--- src/rtl/ddr2_arbiter.sv ---
// ddr2_arbiter: round-robin owner of the DDR2 controller user interface shared
// by the test harness (requester 0) and the bus bridge (requester 1). Every
// read is tagged with its issuer so returning beats are steered correctly.
module ddr2_arbiter #(
   parameter int unsigned DATA_WIDTH     = 64,
   parameter int unsigned MASK_WIDTH     = DATA_WIDTH / 8,
   parameter int unsigned BEATS_PER_READ = 2,
   parameter int unsigned TAG_DEPTH      = 16
) (
   input  logic                      clk,
   input  logic                      reset_n,
   input  logic [1:0]                m_request_i,
   output logic [1:0]                m_granted_o,
   input  logic [1:0]                m_rd_wr_n_i,
   input  logic [61:0]               m_addr_i,
   input  logic [4*DATA_WIDTH-1:0]   m_data_i,
   input  logic [4*MASK_WIDTH-1:0]   m_mask_i,
   input  logic [1:0]                m_af_we_i,
   input  logic [1:0]                m_df_we_i,
   output logic [1:0]                m_af_afull_o,
   output logic [1:0]                m_df_afull_o,
   output logic [2*DATA_WIDTH-1:0]   m_data_o,
   output logic [1:0]                m_dvalid_o,
   output logic                      ddr_rd_wr_n_o,
   output logic [30:0]               ddr_addr_o,
   output logic [2*DATA_WIDTH-1:0]   ddr_data_o,
   output logic [2*MASK_WIDTH-1:0]   ddr_mask_o,
   output logic                      ddr_af_we_o,
   output logic                      ddr_df_we_o,
   input  logic                      ddr_af_afull_i,
   input  logic                      ddr_df_afull_i,
   input  logic [2*DATA_WIDTH-1:0]   ddr_data_i,
   input  logic                      ddr_dvalid_i,
   input  logic                      ddr_phy_rdy_i,
   output logic                      tag_err_o
);

   localparam int unsigned DW2 = 2 * DATA_WIDTH;
   localparam int unsigned MW2 = 2 * MASK_WIDTH;
   localparam int unsigned AW  = $clog2(TAG_DEPTH);
   localparam int unsigned CW  = AW + 1;
   localparam int unsigned BW  = (BEATS_PER_READ > 1) ? $clog2(BEATS_PER_READ) : 1;

   localparam logic [CW-1:0] TAG_FULL  = CW'(TAG_DEPTH);
   localparam logic [CW-1:0] TAG_AFULL = CW'(TAG_DEPTH - 2);
   localparam logic [BW-1:0] BEAT_LAST = BW'(BEATS_PER_READ - 1);

   typedef enum logic [1:0] {
      IDLE = 2'd0,
      OWN0 = 2'd1,
      OWN1 = 2'd2
   } state_t;

   state_t        state;
   state_t        state_next;
   logic          last_owner;
   logic          owner;
   logic          owned;

   logic          tag_mem [TAG_DEPTH];
   logic [AW-1:0] wr_ptr;
   logic [AW-1:0] rd_ptr;
   logic [CW-1:0] tag_count;
   logic [BW-1:0] beat;
   logic          tag_err;

   logic          tag_empty;
   logic          tag_full;
   logic          tag_head;
   logic          push_req;
   logic          push;
   logic          pop;
   logic          beat_valid;

   // State register and record of who was granted last.
   always_ff @(posedge clk) begin
      if (!reset_n) begin
         state      <= IDLE;
         last_owner <= 1'b1;
      end else begin
         state <= state_next;
         if (state == IDLE && state_next == OWN0) last_owner <= 1'b0;
         if (state == IDLE && state_next == OWN1) last_owner <= 1'b1;
      end
   end

   // Next-state: the requester that did not own last time is preferred.
   always_comb begin
      state_next = state;
      case (state)
         IDLE: begin
            if (ddr_phy_rdy_i) begin
               if (m_request_i[~last_owner])
                  state_next = last_owner ? OWN0 : OWN1;
               else if (m_request_i[last_owner])
                  state_next = last_owner ? OWN1 : OWN0;
            end
         end
         OWN0:    if (!m_request_i[0]) state_next = IDLE;
         OWN1:    if (!m_request_i[1]) state_next = IDLE;
         default: state_next = IDLE;
      endcase
   end

   // Command path: combinational mux from the current owner, zeroed when idle.
   always_comb begin
      m_granted_o   = {state == OWN1, state == OWN0};
      owned         = (state == OWN0) || (state == OWN1);
      owner         = (state == OWN1);
      ddr_af_we_o   = 1'b0;
      ddr_df_we_o   = 1'b0;
      ddr_rd_wr_n_o = 1'b1;
      ddr_addr_o    = '0;
      ddr_data_o    = '0;
      ddr_mask_o    = '0;
      if (owned) begin
         ddr_af_we_o   = m_af_we_i[owner];
         ddr_df_we_o   = m_df_we_i[owner];
         ddr_rd_wr_n_o = m_rd_wr_n_i[owner];
         ddr_addr_o    = owner ? m_addr_i[61:31] : m_addr_i[30:0];
         ddr_data_o    = owner ? m_data_i[2*DW2-1:DW2] : m_data_i[DW2-1:0];
         ddr_mask_o    = owner ? m_mask_i[2*MW2-1:MW2] : m_mask_i[MW2-1:0];
      end
   end

   // Tag FIFO control, read steering and back-pressure.
   always_comb begin
      tag_empty    = (tag_count == '0);
      tag_full     = (tag_count == TAG_FULL);
      tag_head     = tag_mem[rd_ptr];
      push_req     = ddr_af_we_o & ddr_rd_wr_n_o;
      beat_valid   = ddr_dvalid_i & ~tag_empty;
      pop          = beat_valid & (beat == BEAT_LAST);
      // A full FIFO still accepts a tag when the head leaves in the same cycle.
      push         = push_req & (~tag_full | pop);
      m_data_o     = ddr_data_i;
      m_dvalid_o   = {beat_valid & tag_head, beat_valid & ~tag_head};
      m_af_afull_o = ~m_granted_o | {2{ddr_af_afull_i | (tag_count >= TAG_AFULL)}};
      m_df_afull_o = ~m_granted_o | {2{ddr_df_afull_i}};
      tag_err_o    = tag_err;
   end

   // Tag storage; contents need no reset since pointers define validity.
   always_ff @(posedge clk) begin
      if (push) tag_mem[wr_ptr] <= owner;
   end

   // Pointers, occupancy, beat counter and sticky error flag.
   always_ff @(posedge clk) begin
      if (!reset_n) begin
         wr_ptr    <= '0;
         rd_ptr    <= '0;
         tag_count <= '0;
         beat      <= '0;
         tag_err   <= 1'b0;
      end else begin
         if (push) wr_ptr <= wr_ptr + AW'(1);
         if (pop)  rd_ptr <= rd_ptr + AW'(1);
         case ({push, pop})
            2'b10:   tag_count <= tag_count + CW'(1);
            2'b01:   tag_count <= tag_count - CW'(1);
            default: tag_count <= tag_count;
         endcase
         if (beat_valid) beat <= pop ? '0 : beat + BW'(1);
         if ((ddr_dvalid_i & tag_empty) | (push_req & tag_full & ~pop))
            tag_err <= 1'b1;
      end
   end

endmodule

--- config.mk ---
export PLATFORM = sky130hd
export DESIGN_NAME = ddr2_arbiter
export DESIGN_NICKNAME = d
export VERILOG_FILES = /design/src/rtl/ddr2_arbiter.sv
export SDC_FILE = /design/constraint.sdc
export NUM_CORES = 1
export LEC_CHECK = 0
export CAP_MARGIN = 25
export CORE_AREA = 4 4 313 315
export DETAILED_ROUTE_END_ITERATION = 7
export DIE_AREA = 0 0 317 319
export DONT_BUFFER_PORTS = 1
export GPL_TIMING_DRIVEN = 0
export MAX_ROUTING_LAYER = met4
export PLACE_DENSITY = 0.3
export SKIP_LAST_GASP = 1
export SLEW_MARGIN = 20
export SYNTH_ARGS = -nofsm -noshare
export SYNTH_HDL_FRONTEND = slang
export SYNTH_SLANG_ARGS = --single-unit
--- constraint.sdc ---
create_clock -name clk -period 2.85 [get_ports clk]
set_input_delay 0.1425 -clock clk [delete_from_list [all_inputs] [get_ports clk]]
set_output_delay 0.1425 -clock clk [all_outputs]
set_load 0.01 [all_outputs]
==> impl_metrics.csv, run 1 <==
group,metric,value,unit
detailed_routing,drtAntennaViolNets,0,
yosys,synth_area_leader_cell,"mux2i_1",
yosys,synth_top_area_share,0.2953,
worst_hold_path,worstHoldPathCells,2,
clock_network,cts_made_buffers,5,
sta,setup_slack,98.14,ps
power_and_ir_drop,p_sw,1.114,mW
grt,antenna_found_initial,39,
floorplan,die_w,317,microns
setup_path,r2r-end,"tag_count[4]",
clock_network,numClockSinks,38,
floorplan,die_area,0.1011,sq mm
outcome,status,"completed",
power_and_ir_drop,p_leak,2.550,nW
grt,grt_max_degree,14,
grt,grt_overflow_total,0,
finish,final_cell_area,0.008317,sq mm
worst_hold_path,hold_path.class,"in2reg",
yosys,ys_ff_latch,38,
clock_network,tritoncts,"done",
setup_path,crit_slowest_cell,"dfxtp_4",
place,routabilityCongestion,0.9621,
detailed_routing,via_per_inst,2.684,
yosys,synth_edf_count,16,
yosys,syn_area,0.006033,sq mm
sta,post-route-period-util,0.9656,
setup_path,worst_setup_path_end_kind,"flop",
flow_run,cap_violations,0,
sta,setup_violations,0,
yosys,yosys_warnings,0,
clock_network,cts-root-buf,"clkbuf_16",
floorplan,core_area,0.09487,sq mm
sta,relSlewSlack,0.4410,
setup_path,cp.depth,12,
yosys,netlist_instances,714,
detailed_routing,wl_per_cell,25.52,microns
detailed_routing,drt_iter0_markers,308,
yosys,yosysSeqAreaShare,0.1526,
setup_path,crit_path_max_incr_delay,380,ps
clock_network,cts_buffer_depth,2,
setup_path,ff2ff_path_depth,12,
floorplan,start_util,0.06360,
setup_path,rrSetupSlack,100,ps
yosys,synthesis.nets,1219,
yosys,ys_types,46,
setup_path,worst_r2r_startpoint,"state[1]",
sta,clock_skew,6.990,ps
setup_path,worst_ep_required_time,3020,ps
sta,rsz0062_at_grt,"yes",
detailed_routing,dr.pass1.iters,5,
sta,period_minus_slack,2752,ps
clock_network,insertion_delay,280,ps
power_and_ir_drop,ir_drop,0.1962,mV
power_and_ir_drop,swShare,0.4075,
power_and_ir_drop,p_per_area,328.7,mW/mm^2
place,port_buffers,0,
finish,drive_gt1_frac,0.2995,
place,dp.final_hpwl,48.42,mm
sta,worst_pin_slew,838.4,ps
clock_network,clk_pin_slew,60,ps
power_and_ir_drop,p_int,1.620,mW
power_and_ir_drop,pwr-share-comb,0.517,
worst_hold_path,min_to,"tag_count[1]",
worst_hold_path,min_from,"reset_n",
power_and_ir_drop,seq_power_share,0.215,
place,placed_area,0.007667,sq mm
setup_path,path_max_fanout,5,
grt,grt_pass1_vias,5659,
sta,maxSlewViolCount,0,
floorplan,die_h,319,microns
sta,hold_viol_final,0,
setup_path,critPathTopFamily,"simple AND/OR/NAND/NOR gates",
setup_path,worst-path-buf-inv,2,
yosys,syn_avg_cell_area,8.450,sq um
setup_path,cp_data_arrival_time,2920,ps
finish,layout.nets,1242,
power_and_ir_drop,clockPowerShare,0.268,
yosys,synth_area_leaders,"mux2i_1 30%, nor2b_1 18%, buf_4 16%",
detailed_routing,route.detailed.drc,0,
place,place_ws,-1428,ps
grt,grt_pass1_wl,61.55,mm
grt,grt_usage,0.09684,
clock_network,hold_buffers,0,
floorplan,row_count,113,
setup_path,crit_chain,"inv_1 -> ha_4 -> buf_12 -> nand4b_1 -> and2_4 -> nand2_2 -> fa_2 -> nand2b_4 -> o2bb2ai_2 -> or3_1 -> and3_1 -> o31a_1",
sta,clock.fmax,0.3634,GHz
finish,syn_to_final_growth,37.85,%
setup_path,startpoint_type,"flop",
clock_network,cts_htree_levels,2,
floorplan,io_pins,807,
detailed_routing,wl,51.99,mm
yosys,ys.flop_type,"dfxtp_1",
detailed_routing,vias,5467,
yosys,synthArstFlopShare,0,
setup_path,crit_type,"reg2reg",
-- how the worst max path moves through the flow --
stage                        start              to  slack (ps)
after global placement    state[1]  ddr_data_o[96]       -2030
final                     state[1]    tag_count[4]         100
after floorplan           state[0]    tag_count[4]          70
after global routing      state[1]    tag_count[4]         -60
after detailed placement  state[1]  ddr_addr_o[24]       -1430
after CTS                 state[0]    tag_count[4]          40
-- cells by family after synthesis --
logic type | synth area share
mux | 0.3214
compound gates | 0.03049
simple gates | 0.2503
xor+xnor | 0.01307
fa+ha+maj | 0.02820
buf+inv | 0.2039
flops | 0.1526
-- cell usage in the layout, fill, tap and decap left out, types with 3 or more instances in the layout --
master,netlist,final
nand2b_1,6,5
and2_1,14,14
nor3_1,9,9
dfxtp_1,22,20
diode_2,0,34
nor2b_1,178,169
a21oi_1,5,5
buf_2,17,15
mux2i_2,0,4
nand2_1,14,13
ha_4,0,3
mux2i_4,2,8
inv_1,15,13
nor2_1,11,11
clkbuf_1,25,20
ha_1,12,9
o21ai_1,4,4
nand3_1,8,8
clkbuf_16,0,5
nor2b_4,0,5
buf_4,130,146
xnor2_1,9,9
mux2i_1,178,168
mux4_2,5,5
nand4_1,5,5
nor2b_2,0,4
edfxtp_1,16,16
-- stage by stage --
stage / instances / power, mW / utilization / setup TNS, ps / hold slack (ps)
floorplan: 714 / 1.508 / - / 0 / 287.6
global placement: 1979 / 1.952 / 0.08028 / -152730 / 304.3
CTS: 2002 / 2.790 / 0.08623 / 0 / 0.6931
detailed placement: 1984 / 1.965 / 0.08082 / -82700 / 303.6
global route: 2024 / 2.885 / 0.08732 / -60.18 / 13.32
finish: 2037 / 2.734 / 0.08766 / 0 / 4.207
-- per-layer routing --
| layer | GRT usage | vias to the layer above | routed length (microns) |
|---|---|---|---|
| li1 | - | 2361 | - |
| met1 | 0.1067 | 2571 | 20470 |
| met2 | 0.1524 | 490 | 23540 |
| met3 | 0.04864 | 45 | 6157 |
| met4 | 0.03025 | 0 | 1825 |
| met5 | - | - | 0 |
-- final cells by class --
| type | count | area (sq um) |
|---|---|---|
| fill | 11080 | 86550 |
| tap | 1265 | 1583 |
| antenna | 34 | 85.08 |
| sequential | 38 | 925.9 |
| multi-input combinational | 486 | 4108 |
| inverter | 15 | 56.30 |
| buffer | 175 | 1229 |
| timing repair buffer | 16 | 136.4 |
| clock buffer | 5 | 125.1 |
| clock inverter | 3 | 68.82 |
-- worst register-to-register path: stages, from the launching register on --
cell	delay, ps
dfxtp_4	380
inv_1	90
ha_4	230
buf_12	130
nand4b_1	130
and2_4	170
nand2_2	70
fa_2	370
nand2b_4	150
o2bb2ai_2	140
or3_1	330
and3_1	180
o31a_1	280
-- what timing repair did --
action                     4_1_cts  5_1_grt
setup endpoints to repair      186       12
gates resized for setup         52       11
setup buffers                   10        1
pin swaps                        4        2
-- cell usage after synthesis, drive strengths merged, types with 2 or more instances --
library cell and count:
buf 150, dfxtp 22, clkbuf 25, mux4 5
a21boi 2, nand3 8, mux2i 180, edfxtp 16
nand2b 6, o21a 2, nor2b 178, inv 15
nand4 5, a21oi 6, nand2 14, xnor2 9
o21ai 7, ha 12, and2 15, nor3 9
nor2 11
-- power by group through the flow --
| stage | clock network [mW] | registers [mW] | logic (mW) |
|---|---|---|---|
| after floorplan | 0 | 0.595 | 0.914 |
| after global placement | 0 | 0.597 | 1.35 |
| after detailed placement | 0 | 0.598 | 1.37 |
| after CTS | 0.755 | 0.586 | 1.45 |
| after global routing | 0.782 | 0.588 | 1.52 |
| final | 0.733 | 0.587 | 1.41 |
No activity file was read; power rests on OpenSTA's default activity.
==> inputs of run 2 (changes only) <==
- REMOVE_ABC_BUFFERS: unset -> 1
- SLEW_MARGIN: 20 -> unset
==> impl_metrics.csv, run 2 (same netlist as run 1, synthesis figures left out) <==
group,metric,value,unit
detailed_routing,wl_per_cell,38.94,microns
sta,maxSlewViolCount,0,
floorplan,io_pins,807,
detailed_routing,dr.pass1.iters,6,
grt,grtUsageMet3,0.1351,
clock_network,cts_htree_levels,2,
setup_path,crit_chain,"inv_4 -> ha_4 -> buf_16 -> nand4b_1 -> and2_4 -> nand2_4 -> fa_2 -> nand2b_4 -> o2bb2ai_2 -> or3_4 -> and3_4 -> o31a_1",
setup_path,critPathTopFamily,"simple AND/OR/NAND/NOR gates",
clock_network,insertion_delay,280,ps
power_and_ir_drop,ir_drop,0.2689,mV
setup_path,crit_path_max_incr_delay,380,ps
sta,relSlewSlack,0.3893,
worst_hold_path,min_to,"state[1]",
clock_network,tritoncts,"done",
detailed_routing,drtAntennaViolNets,0,
floorplan,core_area,0.09487,sq mm
clock_network,clk_pin_slew,60,ps
power_and_ir_drop,p_leak,1.965,nW
grt,met2_usage,0.1729,
sta,clock_skew,3.104,ps
floorplan,row_count,113,
setup_path,worst-path-buf-inv,2,
finish,layout.nets,1090,
finish,drive_gt1_frac,0.1365,
detailed_routing,via_per_inst,2.755,
flow_run,cap_violations,0,
sta,period_minus_slack,2798,ps
floorplan,die_h,319,microns
sta,worst_pin_slew,914.1,ps
setup_path,rrSetupSlack,50,ps
grt,grt_max_degree,60,
grt,antenna_found_initial,41,
finish,fill_cells,11020,
sta,hold_viol_final,0,
power_and_ir_drop,p_per_area,348.2,mW/mm^2
setup_path,ff2ff_path_depth,12,
grt,met1_usage,0.1664,
worst_hold_path,min_from,"reset_n",
setup_path,worst_r2r_startpoint,"state[0]",
place,routabilityCongestion,0.7354,
sta,clock.fmax,0.3574,GHz
worst_hold_path,worstHoldPathCells,2,
sta,post-route-period-util,0.9818,
setup_path,path_max_fanout,4,
clock_network,cts_buffer_depth,2,
sta,fin_tns_setup,0,ps
floorplan,die_area,0.1011,sq mm
clock_network,numClockSinks,38,
setup_path,startpoint_type,"flop",
grt,busiest_layer,"met2",
sta,rsz0062_at_grt,"yes",
detailed_routing,wl,72.79,mm
setup_path,cp_data_arrival_time,2970,ps
setup_path,crit_type,"reg2reg",
grt,grt_pass1_wl,82.54,mm
worst_hold_path,hold_path.class,"in2reg",
detailed_routing,drt_iter0_markers,263,
setup_path,crit_slowest_cell,"dfxtp_4",
setup_path,worst_setup_path_end_kind,"flop",
grt,grt_pass1_vias,5127,
clock_network,cts-root-buf,"clkbuf_16",
place,dp.final_hpwl,59.95,mm
finish,final_cell_area,0.007417,sq mm
setup_path,r2r-end,"tag_count[4]",
floorplan,start_util,0.06360,
detailed_routing,route.detailed.drc,0,
clock_network,cts_made_buffers,5,
finish,layout_commonest_cell,"mux2i_1",
outcome,status,"completed",
place,placed_area,0.006675,sq mm
place,port_buffers,0,
floorplan,die_w,317,microns
grt,grt_usage,0.1392,
setup_path,worst_ep_required_time,3020,ps
finish,syn_to_final_growth,22.94,%
sta,setup_violations,0,
grt,grt_overflow_total,0,
finish,layout_common_cells,"178 x mux2i_1, 169 x nor2b_1, 20 x dfxtp_1",
detailed_routing,vias,5149,
run 2: cell count changes in the layout (fill, tap and decap cells not counted), moves of 6 or more:
cell      previous run  this run
buf_2               15         0
mux2i_4              8         2
mux2i_1            168       178
clkbuf_1            20         0
diode_2             34        18
buf_6                2         8
buf_4              146        14
run 2: per-stage QoR:
stage / power (mW) / hold WS, ps / utilization / cells / setup WS, ps
6_report: 2.582 / 9.119 / 0.07818 / 1869 / 51.78
5_1_grt: 2.736 / 26.41 / 0.07810 / 1866 / -49.69
4_1_cts: 2.621 / 1.785 / 0.07607 / 1843 / -141.0
3_5_place_dp: 1.677 / 236.1 / 0.07036 / 1818 / -1060
3_3_place_gp: 1.805 / 233.5 / 0.06791 / 1804 / -8882
2_1_floorplan: 1.425 / 216.4 / - / 539 / -6616
run 2: worst max path at each step:
stage          startpoint           end  slack [ps]  cells past startpoint
4_1_cts          state[0]  tag_count[4]        -140                     13
2_1_floorplan    state[0]  tag_count[4]       -6620                     12
3_3_place_gp     state[0]  tag_count[4]       -8880                     12
6_report         state[0]  tag_count[4]          50                     12
3_5_place_dp     state[1]  tag_count[4]       -1060                     13
5_1_grt          state[1]  tag_count[4]         -50                     12
run 2: cell type report:
class	count	area, sq um	area share
inverters	15	58.81	0.007928
diodes	18	45.04	0.006073
repair buffers	39	625.6	0.08435
well taps	1265	1583	0.2134
multi-input cells	486	3983	0.5369
flip-flops and latches	38	928.4	0.1252
clock inverters	3	68.82	0.009278
clock buffers	5	125.1	0.01687
run 2: power breakdown:
| group | leakage (nW) | total (mW) | switching [mW] | internal (mW) |
|---|---|---|---|---|
| logic | 1.54 | 1.27 | 0.764 | 0.502 |
| registers | 0.328 | 0.587 | 0.0114 | 0.576 |
| clock network | 0.0941 | 0.728 | 0.226 | 0.503 |
run 2: repair_timing:
| item | in CTS | in global routing |
|---|---|---|
| hold buffers | 2 | 0 |
| gates cloned | 5 | 2 |
| gates resized for setup | 12 | 15 |
| setup endpoints to repair | 58 | 12 |
| pin swaps | 5 | 4 |
| hold endpoints to repair | 11 | 0 |
| buffers inserted | 10 | 5 |
run 2: routing by layer:
layer / vias to the layer above / wire length (microns)
met5: - / 0
met4: 0 / 427
met3: 51 / 14960
met2: 722 / 26220
met1: 2344 / 31180
li1: 2032 / -
==> inputs of run 3 (changes only) <==
- CORE_AREA: 4 4 313 315 -> 2 2 311 313
- DIE_AREA: 0 0 317 319 -> 0 0 313 315
- PLACE_DENSITY: 0.3 -> unset
- PLACE_DENSITY_LB_ADDON: unset -> 0.08
==> impl_metrics.csv, run 3 (same netlist as run 1, synthesis figures left out) <==
group,metric,value,unit
outcome,status,"completed",
floorplan,start_util,0.06304,
grt,grt_overflow_total,0,
sta,relSlewSlack,0.2871,
detailed_routing,drtAntennaViolNets,0,
clock_network,cts_htree_levels,2,
flow_run,cap_violations,0,
setup_path,ff2ff_path_depth,13,
clock_network,cts-root-buf,"clkbuf_16",
detailed_routing,via_per_inst,2.777,
clock_network,numClockSinks,38,
clock_network,tritoncts,"done",
sta,setup_violations,0,
finish,layout_commonest_cell,"nor2b_1",
grt,grt_usage,0.1278,
sta,clock_skew,10.25,ps
floorplan,row_count,114,
floorplan,die_w,313,microns
sta,rsz0062_at_grt,"yes",
place,port_buffers,0,
sta,clock.fmax,0.3527,GHz
finish,final_util,0.07525,
detailed_routing,drt_iter0_markers,393,
setup_path,worst_r2r_startpoint,"state[0]",
power_and_ir_drop,ir_drop,0.1905,mV
setup_path,crit_type,"reg2reg",
sta,maxSlewViolCount,0,
finish,layout_common_cells,"176 x nor2b_1, 174 x mux2i_1, 20 x dfxtp_1",
detailed_routing,wl,65.22,mm
detailed_routing,dr.pass1.iters,7,
floorplan,io_pins,807,
setup_path,path_max_fanout,7,
grt,antenna_found_initial,21,
floorplan,die_h,315,microns
detailed_routing,wl_per_cell,35.09,microns
place,dp.final_hpwl,51.33,mm
sta,post-route-period-util,0.9949,
floorplan,die_area,0.09860,sq mm
setup_path,startpoint_type,"flop",
setup_path,worst_ep_required_time,3040,ps
clock_network,clk_pin_slew,60,ps
sta,fin_tns_setup,0,ps
clock_network,cts_buffer_depth,2,
finish,drive_gt1_frac,0.1061,
place,routabilityCongestion,0.8317,
power_and_ir_drop,p_per_area,340.1,mW/mm^2
floorplan,core_area,0.09571,sq mm
grt,grt_pass1_wl,74.30,mm
sta,period_minus_slack,2835,ps
power_and_ir_drop,p_leak,1.862,nW
setup_path,crit_start,"state[0]",
grt,grt_max_degree,107,
worst_hold_path,worstHoldPathCells,1,
finish,syn_to_final_growth,19.37,%
finish,layout.nets,1079,
clock_network,insertion_delay,300,ps
setup_path,cp_data_arrival_time,3020,ps
worst_hold_path,min_from,"reset_n",
sta,worst_pin_slew,1067,ps
worst_hold_path,hold_path.class,"in2reg",
detailed_routing,vias,5162,
detailed_routing,route.detailed.drc,0,
sta,hold_viol_final,0,
grt,grt_pass1_vias,4867,
setup_path,worst_setup_path_end_kind,"flop",
clock_network,cts_made_buffers,5,
## run 3: final timing paths
kind	slack [ps]	endpoint
max	10	tag_count[4]
min	30	flop
max reg2reg	10	tag_count[4]
min reg2reg	520	tag_count[3]
## run 3: final cells by class
type	instances	area, sq um
clock inverter	3	68.82
fill	11190	88510
clock buffer	5	125.1
inverter	15	58.81
tap	1276	1597
sequential	38	928.4
antenna	8	20.02
timing repair buffer	28	427.9
multi-input combinational	486	3976
## run 3: critical path, cell delays in order (launching register included)
cell and delay, ps:
dfxtp_4 350, inv_4 60, ha_4 280, buf_16 140, nand4b_1 110, buf_6 130
and2_4 150, nand2_4 50, fa_2 350, nand2b_4 160, o2bb2ai_4 140, or3_1 380
and3_1 190, o31a_1 220
## run 3: what timing repair did
| action | CTS | global route |
|---|---|---|
| pin swaps | 9 | 1 |
| hold endpoints to repair | 18 | 0 |
| cloned | 1 | 1 |
| buffers inserted | 19 | 0 |
| hold buffers | 2 | 0 |
| setup endpoints to repair | 89 | 10 |
| gates resized for setup | 18 | 2 |
## run 3: metrics by stage
step | worst slack (ps) | hold WS (ps) | total power, mW | cell area [sq um] | cells
5_1_grt | -140.5 | 25.39 | 2.567 | 7199 | 1858
2_1_floorplan | -6616 | 216.4 | 1.425 | 4860 | 539
3_5_place_dp | -1200 | 241.0 | 1.586 | 6619 | 1820
6_report | 14.61 | 32.08 | 2.450 | 7202 | 1859
4_1_cts | -59.59 | 24.16 | 2.503 | 7151 | 1850
3_3_place_gp | -11300 | 233.4 | 1.777 | 6456 | 1815
## run 3: where the power goes
part           internal (mW)  switching [mW]  total (mW)
sequential             0.576          0.0109       0.586
clock                  0.504           0.259       0.763
combinational          0.422           0.678        1.10
## run 3: layer usage
layer | GRT usage | wire [microns] | up-vias
li1 | - | - | 1993
met1 | 0.1365 | 24890 | 2364
met2 | 0.1618 | 24810 | 760
met3 | 0.1372 | 14840 | 45
met4 | 0.01522 | 692 | 0
met5 | - | 0 | -
